<file path="src/rtl/wb_write_sequencer_if.sv">
// ---------------------------------------------------------------------------
// wb_write_sequencer_if
//   Handshake bundle between the MEM/WB pipeline register and the writeback
//   sequencer. One transfer carries one retired instruction with up to two
//   register writes.
//
//   master : MEM/WB side (drives the instruction, observes in_ready)
//   slave  : sequencer side (consumes the instruction, drives in_ready)
//
//   Signals
//     in_valid           MEM/WB presents an instruction
//     in_ready           sequencer accepts this cycle
//     in_we1/2           write 1 / write 2 requested
//     in_addr1/2         write 1 / write 2 register address
//     in_data1/2         write 1 / write 2 data
// ---------------------------------------------------------------------------
interface wb_write_sequencer_if #(
    parameter int DATA_W = 16,
    parameter int ADDR_W = 4
);
    logic              in_valid;
    logic              in_ready;
    logic              in_we1;
    logic [ADDR_W-1:0] in_addr1;
    logic [DATA_W-1:0] in_data1;
    logic              in_we2;
    logic [ADDR_W-1:0] in_addr2;
    logic [DATA_W-1:0] in_data2;

    modport master (
        output in_valid, in_we1, in_addr1, in_data1, in_we2, in_addr2, in_data2,
        input  in_ready
    );

    modport slave (
        input  in_valid, in_we1, in_addr1, in_data1, in_we2, in_addr2, in_data2,
        output in_ready
    );
endinterface

</file>
<file path="src/rtl/wb_write_sequencer.sv">
// ---------------------------------------------------------------------------
// wb_write_sequencer
//   Writeback stage in front of the single register-file write port.
//   Accepts one retired instruction per handshake (up to two writes),
//   drops writes aimed at the reserved window [RSV_LO, RSV_HI], collapses two
//   writes to the same register into the second one, and serialises the rest
//   onto wr_en/wr_addr/wr_data, stalling MEM/WB for one cycle when a second
//   write is pending.
//
//   Ports
//     clk, rst         clock (rising edge), synchronous active-high reset
//     in_bus           slave side of wb_write_sequencer_if (instruction in)
//     wr_en/addr/data  registered regfile write port
//     drop_err         1-cycle pulse after an accept that hit a reserved reg
//     wr_count         number of issued writes, wraps modulo 2^CNT_W
//
//   Optional feature (macro WB_BYPASS_EN):
//     byp_valid/addr/data expose the write on wr_* when wr_en=1, otherwise the
//     pending second write while in SECOND, otherwise byp_valid=0.
// ---------------------------------------------------------------------------
module wb_write_sequencer #(
    parameter int DATA_W = 16,
    parameter int ADDR_W = 4,
    parameter int RSV_LO = 8,
    parameter int RSV_HI = 10,
    parameter int CNT_W  = 16
) (
    input  logic              clk,
    input  logic              rst,
    wb_write_sequencer_if.slave in_bus,
    output logic              wr_en,
    output logic [ADDR_W-1:0] wr_addr,
    output logic [DATA_W-1:0] wr_data,
    output logic              drop_err,
    output logic [CNT_W-1:0]  wr_count
`ifdef WB_BYPASS_EN
    ,
    output logic              byp_valid,
    output logic [ADDR_W-1:0] byp_addr,
    output logic [DATA_W-1:0] byp_data
`endif
);

    localparam logic [ADDR_W-1:0] RSV_LO_A = ADDR_W'(RSV_LO);
    localparam logic [ADDR_W-1:0] RSV_HI_A = ADDR_W'(RSV_HI);

    typedef enum logic {IDLE, SECOND} state_t;

    state_t state_reg, state_next;

    logic              wr_en_reg;
    logic [ADDR_W-1:0] wr_addr_reg;
    logic [DATA_W-1:0] wr_data_reg;
    logic              drop_err_reg;
    logic [CNT_W-1:0]  wr_count_reg;
    logic [ADDR_W-1:0] pend_addr_reg;
    logic [DATA_W-1:0] pend_data_reg;

    logic              accept;
    logic              rsv1, rsv2;
    logic              valid1, valid2;
    logic              dual;
    logic              issue_en;
    logic [ADDR_W-1:0] issue_addr;
    logic [DATA_W-1:0] issue_data;
    logic              latch_pend;

    // Request decode: reserved-window filter and same-register collapse.
    assign rsv1   = (in_bus.in_addr1 >= RSV_LO_A) && (in_bus.in_addr1 <= RSV_HI_A);
    assign rsv2   = (in_bus.in_addr2 >= RSV_LO_A) && (in_bus.in_addr2 <= RSV_HI_A);
    assign valid1 = in_bus.in_we1 && !rsv1;
    assign valid2 = in_bus.in_we2 && !rsv2;
    // Two distinct surviving writes need the extra SECOND cycle.
    assign dual   = valid1 && valid2 && (in_bus.in_addr1 != in_bus.in_addr2);
    assign accept = in_bus.in_valid && (state_reg == IDLE);

    // FSM state register
    always_ff @(posedge clk) begin
        if (rst) begin
            state_reg <= IDLE;
        end else begin
            state_reg <= state_next;
        end
    end

    // FSM next-state logic
    always_comb begin
        state_next = state_reg;
        case (state_reg)
            IDLE:    if (accept && dual) state_next = SECOND;
            SECOND:  state_next = IDLE;
            default: state_next = IDLE;
        endcase
    end

    // FSM outputs: handshake and selection of the write to issue next edge.
    always_comb begin
        in_bus.in_ready = (state_reg == IDLE);
        issue_en        = 1'b0;
        issue_addr      = wr_addr_reg;
        issue_data      = wr_data_reg;
        latch_pend      = 1'b0;
        case (state_reg)
            IDLE: begin
                if (accept) begin
                    if (dual) begin
                        issue_en   = 1'b1;
                        issue_addr = in_bus.in_addr1;
                        issue_data = in_bus.in_data1;
                        latch_pend = 1'b1;
                    end else if (valid2) begin
                        // Covers both the lone write 2 and the collapsed case.
                        issue_en   = 1'b1;
                        issue_addr = in_bus.in_addr2;
                        issue_data = in_bus.in_data2;
                    end else if (valid1) begin
                        issue_en   = 1'b1;
                        issue_addr = in_bus.in_addr1;
                        issue_data = in_bus.in_data1;
                    end
                end
            end
            SECOND: begin
                issue_en   = 1'b1;
                issue_addr = pend_addr_reg;
                issue_data = pend_data_reg;
            end
            default: ;
        endcase
    end

    // Registered write port, error pulse, counter and pending-write latch.
    always_ff @(posedge clk) begin
        if (rst) begin
            wr_en_reg     <= 1'b0;
            wr_addr_reg   <= '0;
            wr_data_reg   <= '0;
            drop_err_reg  <= 1'b0;
            wr_count_reg  <= '0;
            pend_addr_reg <= '0;
            pend_data_reg <= '0;
        end else begin
            wr_en_reg    <= issue_en;
            wr_addr_reg  <= issue_addr;
            wr_data_reg  <= issue_data;
            drop_err_reg <= accept && ((in_bus.in_we1 && rsv1) || (in_bus.in_we2 && rsv2));
            if (issue_en) begin
                wr_count_reg <= wr_count_reg + CNT_W'(1);
            end
            if (latch_pend) begin
                pend_addr_reg <= in_bus.in_addr2;
                pend_data_reg <= in_bus.in_data2;
            end
        end
    end

    assign wr_en    = wr_en_reg;
    assign wr_addr  = wr_addr_reg;
    assign wr_data  = wr_data_reg;
    assign drop_err = drop_err_reg;
    assign wr_count = wr_count_reg;

`ifdef WB_BYPASS_EN
    always_comb begin
        byp_valid = wr_en_reg || (state_reg == SECOND);
        byp_addr  = wr_en_reg ? wr_addr_reg : pend_addr_reg;
        byp_data  = wr_en_reg ? wr_data_reg : pend_data_reg;
    end
`endif

endmodule

</file>
<file path="src/flat_wrapper.sv">
// flat-port wrapper written by rule: the top's interface ports become plain ports
module wb_write_sequencer_flat 
#(
    parameter int DATA_W = 16,
    parameter int ADDR_W = 4,
    parameter int RSV_LO = 8,
    parameter int RSV_HI = 10,
    parameter int CNT_W  = 16
)
  (clk, rst, wr_en, wr_addr, wr_data, drop_err, wr_count, in_bus_in_valid, in_bus_in_we1, in_bus_in_addr1, in_bus_in_data1, in_bus_in_we2, in_bus_in_addr2, in_bus_in_data2, in_bus_in_ready);
  wb_write_sequencer_if #(.DATA_W(DATA_W), .ADDR_W(ADDR_W)) in_bus_i ();
  input  logic clk;
  input  logic rst;
  output logic wr_en;
  output logic [ADDR_W-1:0] wr_addr;
  output logic [DATA_W-1:0] wr_data;
  output logic drop_err;
  output logic [CNT_W-1:0] wr_count;
  input wire logic [$bits(in_bus_i.in_valid)-1:0] in_bus_in_valid;
  input wire logic [$bits(in_bus_i.in_we1)-1:0] in_bus_in_we1;
  input wire logic [$bits(in_bus_i.in_addr1)-1:0] in_bus_in_addr1;
  input wire logic [$bits(in_bus_i.in_data1)-1:0] in_bus_in_data1;
  input wire logic [$bits(in_bus_i.in_we2)-1:0] in_bus_in_we2;
  input wire logic [$bits(in_bus_i.in_addr2)-1:0] in_bus_in_addr2;
  input wire logic [$bits(in_bus_i.in_data2)-1:0] in_bus_in_data2;
  output wire logic [$bits(in_bus_i.in_ready)-1:0] in_bus_in_ready;
  assign in_bus_i.in_valid = in_bus_in_valid;
  assign in_bus_i.in_we1 = in_bus_in_we1;
  assign in_bus_i.in_addr1 = in_bus_in_addr1;
  assign in_bus_i.in_data1 = in_bus_in_data1;
  assign in_bus_i.in_we2 = in_bus_in_we2;
  assign in_bus_i.in_addr2 = in_bus_in_addr2;
  assign in_bus_i.in_data2 = in_bus_in_data2;
  assign in_bus_in_ready = in_bus_i.in_ready;
  wb_write_sequencer #(.DATA_W(DATA_W), .ADDR_W(ADDR_W), .RSV_LO(RSV_LO), .RSV_HI(RSV_HI), .CNT_W(CNT_W)) u_core (.clk(clk), .rst(rst), .in_bus(in_bus_i), .wr_en(wr_en), .wr_addr(wr_addr), .wr_data(wr_data), .drop_err(drop_err), .wr_count(wr_count));
endmodule
</file>
<file path="config.mk">
export PLATFORM = sky130hd
export DESIGN_NAME = wb_write_sequencer_flat
export DESIGN_NICKNAME = d
export VERILOG_FILES = /design/src/rtl/wb_write_sequencer_if.sv /design/src/rtl/wb_write_sequencer.sv /design/src/flat_wrapper.sv
export SDC_FILE = /design/constraint.sdc
export NUM_CORES = 1
export LEC_CHECK = 0
export CAP_MARGIN = 20
export CORE_ASPECT_RATIO = 0.6
export CORE_MARGIN = 4
export CORE_UTILIZATION = 47
export CTS_BUF_LIST = sky130_fd_sc_hd__clkbuf_4 sky130_fd_sc_hd__clkbuf_8 sky130_fd_sc_hd__clkbuf_16
export DETAILED_ROUTE_END_ITERATION = 10
export GPL_TIMING_DRIVEN = 1
export HOLD_SLACK_MARGIN = 0.06
export PLACE_DENSITY = 0.79
export SKIP_CTS_REPAIR_TIMING = 1
export SYNTH_ARGS = -nofsm -noshare
export SYNTH_HDL_FRONTEND = slang
export SYNTH_SLANG_ARGS = --single-unit
</file>
<file path="constraint.sdc">
create_clock -name clk -period 2.1 [get_ports clk]
set_clock_uncertainty 0.15 [all_clocks]
set_input_delay 0.315 -clock clk [delete_from_list [all_inputs] [get_ports clk]]
set_output_delay 0.315 -clock clk [all_outputs]
set_load 0.1 [all_outputs]
</file>
==> out/results.txt <==
Worst hold path class = in2reg
Site row count = 21
DRT iter0 DRCs = 248
TritonCTS clock tree = yes
Area of the multi-input gates = 0.00164 mm^2
Net Sw Frac = 31.6%
Synthesis-stage register bit count = 59
Crit path cell chain = clkdlybuf4s50_1, buf_4, o21ai_1, buf_4, a21oi_1, buf_4, o21ai_0, a211oi_2
Total Nets Final = 503
Number of synthesized flops with an enable pin = 0
Clock power share = 39.4%
Yosys top cell area share = 40.9%
Leakage = 0.00183 uW
Residual DRC = 0
Clk_lat worst skew = 0.34 ns
Sequential area share after synthesis = 40.9%
Endpoint class of the critical path = register
Internal power = 2160 uW
Reg2Reg Launch Point = u_core.wr_count[2]
Placeable Area = 0.00575 mm^2
Worst Tran Pin Value = 0.384 ns
HP Start = rst
Worst R2R End = u_core.wr_count[10]
Commonest non-fill, non-tap cell in the layout = buf_4
# H-tree levels = 3
Remaining Overflow, GRT = 0
Number of diodes = 0
Most used DFF post-synth = dfxtp_1
Leading area contributor after synthesis = dfxtp_1
First-pass iteration count of the detailed router = 5
Setup violations, final = 0
F_max = 487 MHz
Post-DR wirelength/cell = 17.6 um
Dpl cell area = 0.00406 mm^2
Clk sinks = 59
Critical Path RT = 2.20 ns
Pwr Density = 715 mW/mm^2
VDD IR max = 463 uV
Initial core utilization = 50.2%
Routed vias = 3096
Crit path kind = in2reg
Top post-synthesis cells by area = dfxtp_1 (41%), mux2i_1 (6.9%), nor2_1 (4.8%), and2_1 (3.7%), a22oi_1 (3.6%)
Post-route antenna net violation count = 0
Hold EP = u_core.state_reg
Ys async rst share = 0%
Detailed Place HPWL = 6720 um
Gp weighted congestion = 0.915
Post-synthesis net count = 375
Filler instances = 380
Via density = 5.71
Final hold vios = 0
Minimum clock period after layout = 2.05 ns
Die area = 0.00750 mm^2
Avg Cell Area, Syn = 8.78 um^2
Share of cells above drive strength 1 = 31.0%
R2R setup slack = 0.10 ns
Die height = 68.7 um
Post-synthesis cell type count = 50
Hold Path Stages = 4
Port Buffers = 83
CP top delay family = buffers and inverters
Area Overhead vs Synth = 53.0%
WL final = 9530 um
Worst Reg2Reg Path Length in Cells = 6
Critical path startpoint category = input port
Largest net degree at the start of global routing = 28
Clk buf depth = 2
Cell count after synthesis = 329
Cell Area, Synth = 0.00289 mm^2
All-Layer GR Usage = 25.3%
Worst Setup Slack, final = 0.0461 ns
CP most frequent cell = buf_4
Global-route wire length before repair = 14500 um
Count of pins over their slew limit = 0
Chip Width = 109 um
Final Util = 76.8%
Post-route cell area = 0.00442 mm^2
RSZ-0062 raised after global routing = yes
Max-Cap Viols = 0
FF+latch area = 0.00120 mm^2
CTS clk-pin slew, worst paths = 0.07 ns
Final worst-path cycle share = 97.8%
Initial antenna violation count = 0
Commonest non-fill, non-tap cells in the layout = buf_4 (89), dfxtp_1 (48), nor2_1 (36)
Worst Setup SP = in_bus_in_we1
Seq pwr share = 37.8%
Synthesis warning total = 0
Max incr delay on CP = 0.51 ns
Root buf cell = clkbuf_8
Vias in the first global route = 2902
Crit-path max FO = 9
Crit-path slowest cell = clkdlybuf4s50_1
Status = completed
Critical path buffers and inverters = 4
Num CTS Buffers = 9
Worst slack, placed = -0.379 ns
Net switching power figure = 997 uW
Worst path arrival time = 2.16 ns
Relative slew slack = 74.3%
Gate power share = 22.7%
Ports = 84
-- cells by family after synthesis --
logic type	share of synthesized area, %
AO/OA/AOI/OAI	24.0
XOR/XNOR	2.43
adder cells (fa/ha/maj)	0.433
buffers and inverters	4.38
flip-flops	40.9
multiplexers	9.27
AND/OR/NAND/NOR	18.6
-- metal layers --
metal | vias to the layer above | GRT usage [%] | routed length (um)
met5 | - | 0 | 0
met4 | 0 | 8.71 | 140
met3 | 17 | 6.88 | 950
met2 | 150 | 38.1 | 4130
met1 | 1466 | 35.2 | 4310
li1 | 1463 | - | -
-- stage by stage --
step	setup TNS [ns]	std cells	total power [uW]	hold WS [ns]
6_report	0	542	3160	0.163
3_3_place_gp	-14.27	523	1900	0.299
3_5_place_dp	-16.35	523	1910	0.306
2_1_floorplan	-0.222	329	1640	0.282
5_1_grt	-0.0283	542	3250	0.186
4_1_cts	-0.0475	539	3140	0.129
-- area by class of cell --
cell class / count / area share, %
inverter: 9 / 0.764
clock buffer: 10 / 3.37
timing repair buffer: 137 / 27.2
multi-input combinational: 241 / 37.2
tap: 80 / 2.27
clock inverter: 6 / 2.12
sequential: 59 / 27.2
-- worst min-delay path: cells and delay by family --
kind / cells / cell delay [ns]
buffers and inverters: 1 / 0.12
AND/OR/NAND/NOR: 3 / 0.19
-- cells in the mapped netlist, types with 2 or more instances --
master,count
dfxtp_1,59
nor2_1,37
mux2i_1,20
and2_1,17
o21ai_1,17
a31oi_1,15
a22oi_1,14
nand2_1,13
clkbuf_1,12
o21ai_0,12
inv_1,9
nor3_1,9
nor2b_1,8
a21oi_1,7
nand3_1,6
xor2_1,6
buf_2,5
a211oi_1,4
mux2_2,4
nand4_1,4
o21a_1,4
and3_1,3
buf_4,3
nand2b_1,3
o22ai_1,3
o31ai_1,3
mux2_1,2
nor4_1,2
o2111ai_1,2
o211ai_1,2
o221a_1,2
o311ai_1,2
or3_1,2
xnor2_1,2
-- power groups by stage --
stage | clock network, uW | registers [uW] | logic (uW)
final | 1250 | 1190 | 718
after global routing | 1300 | 1200 | 752
after CTS | 1260 | 1190 | 695
after detailed placement | 0 | 1220 | 691
after global placement | 0 | 1220 | 682
after floorplan | 0 | 1460 | 174
-- worst max-delay path by stage --
stage	cells after the start	end	slack, ns
detailed placement	7	u_core.wr_data[0]	-0.38
global route	6	u_core.wr_count[10]	-0.03
global placement	8	u_core.pend_data_reg[1]	-0.32
floorplan	4	u_core.wr_count[14]	-0.22
finish	8	u_core.wr_addr[1]	0.05
CTS	7	u_core.wr_data[10]	-0.02
Power figures use the tool's default switching activity.
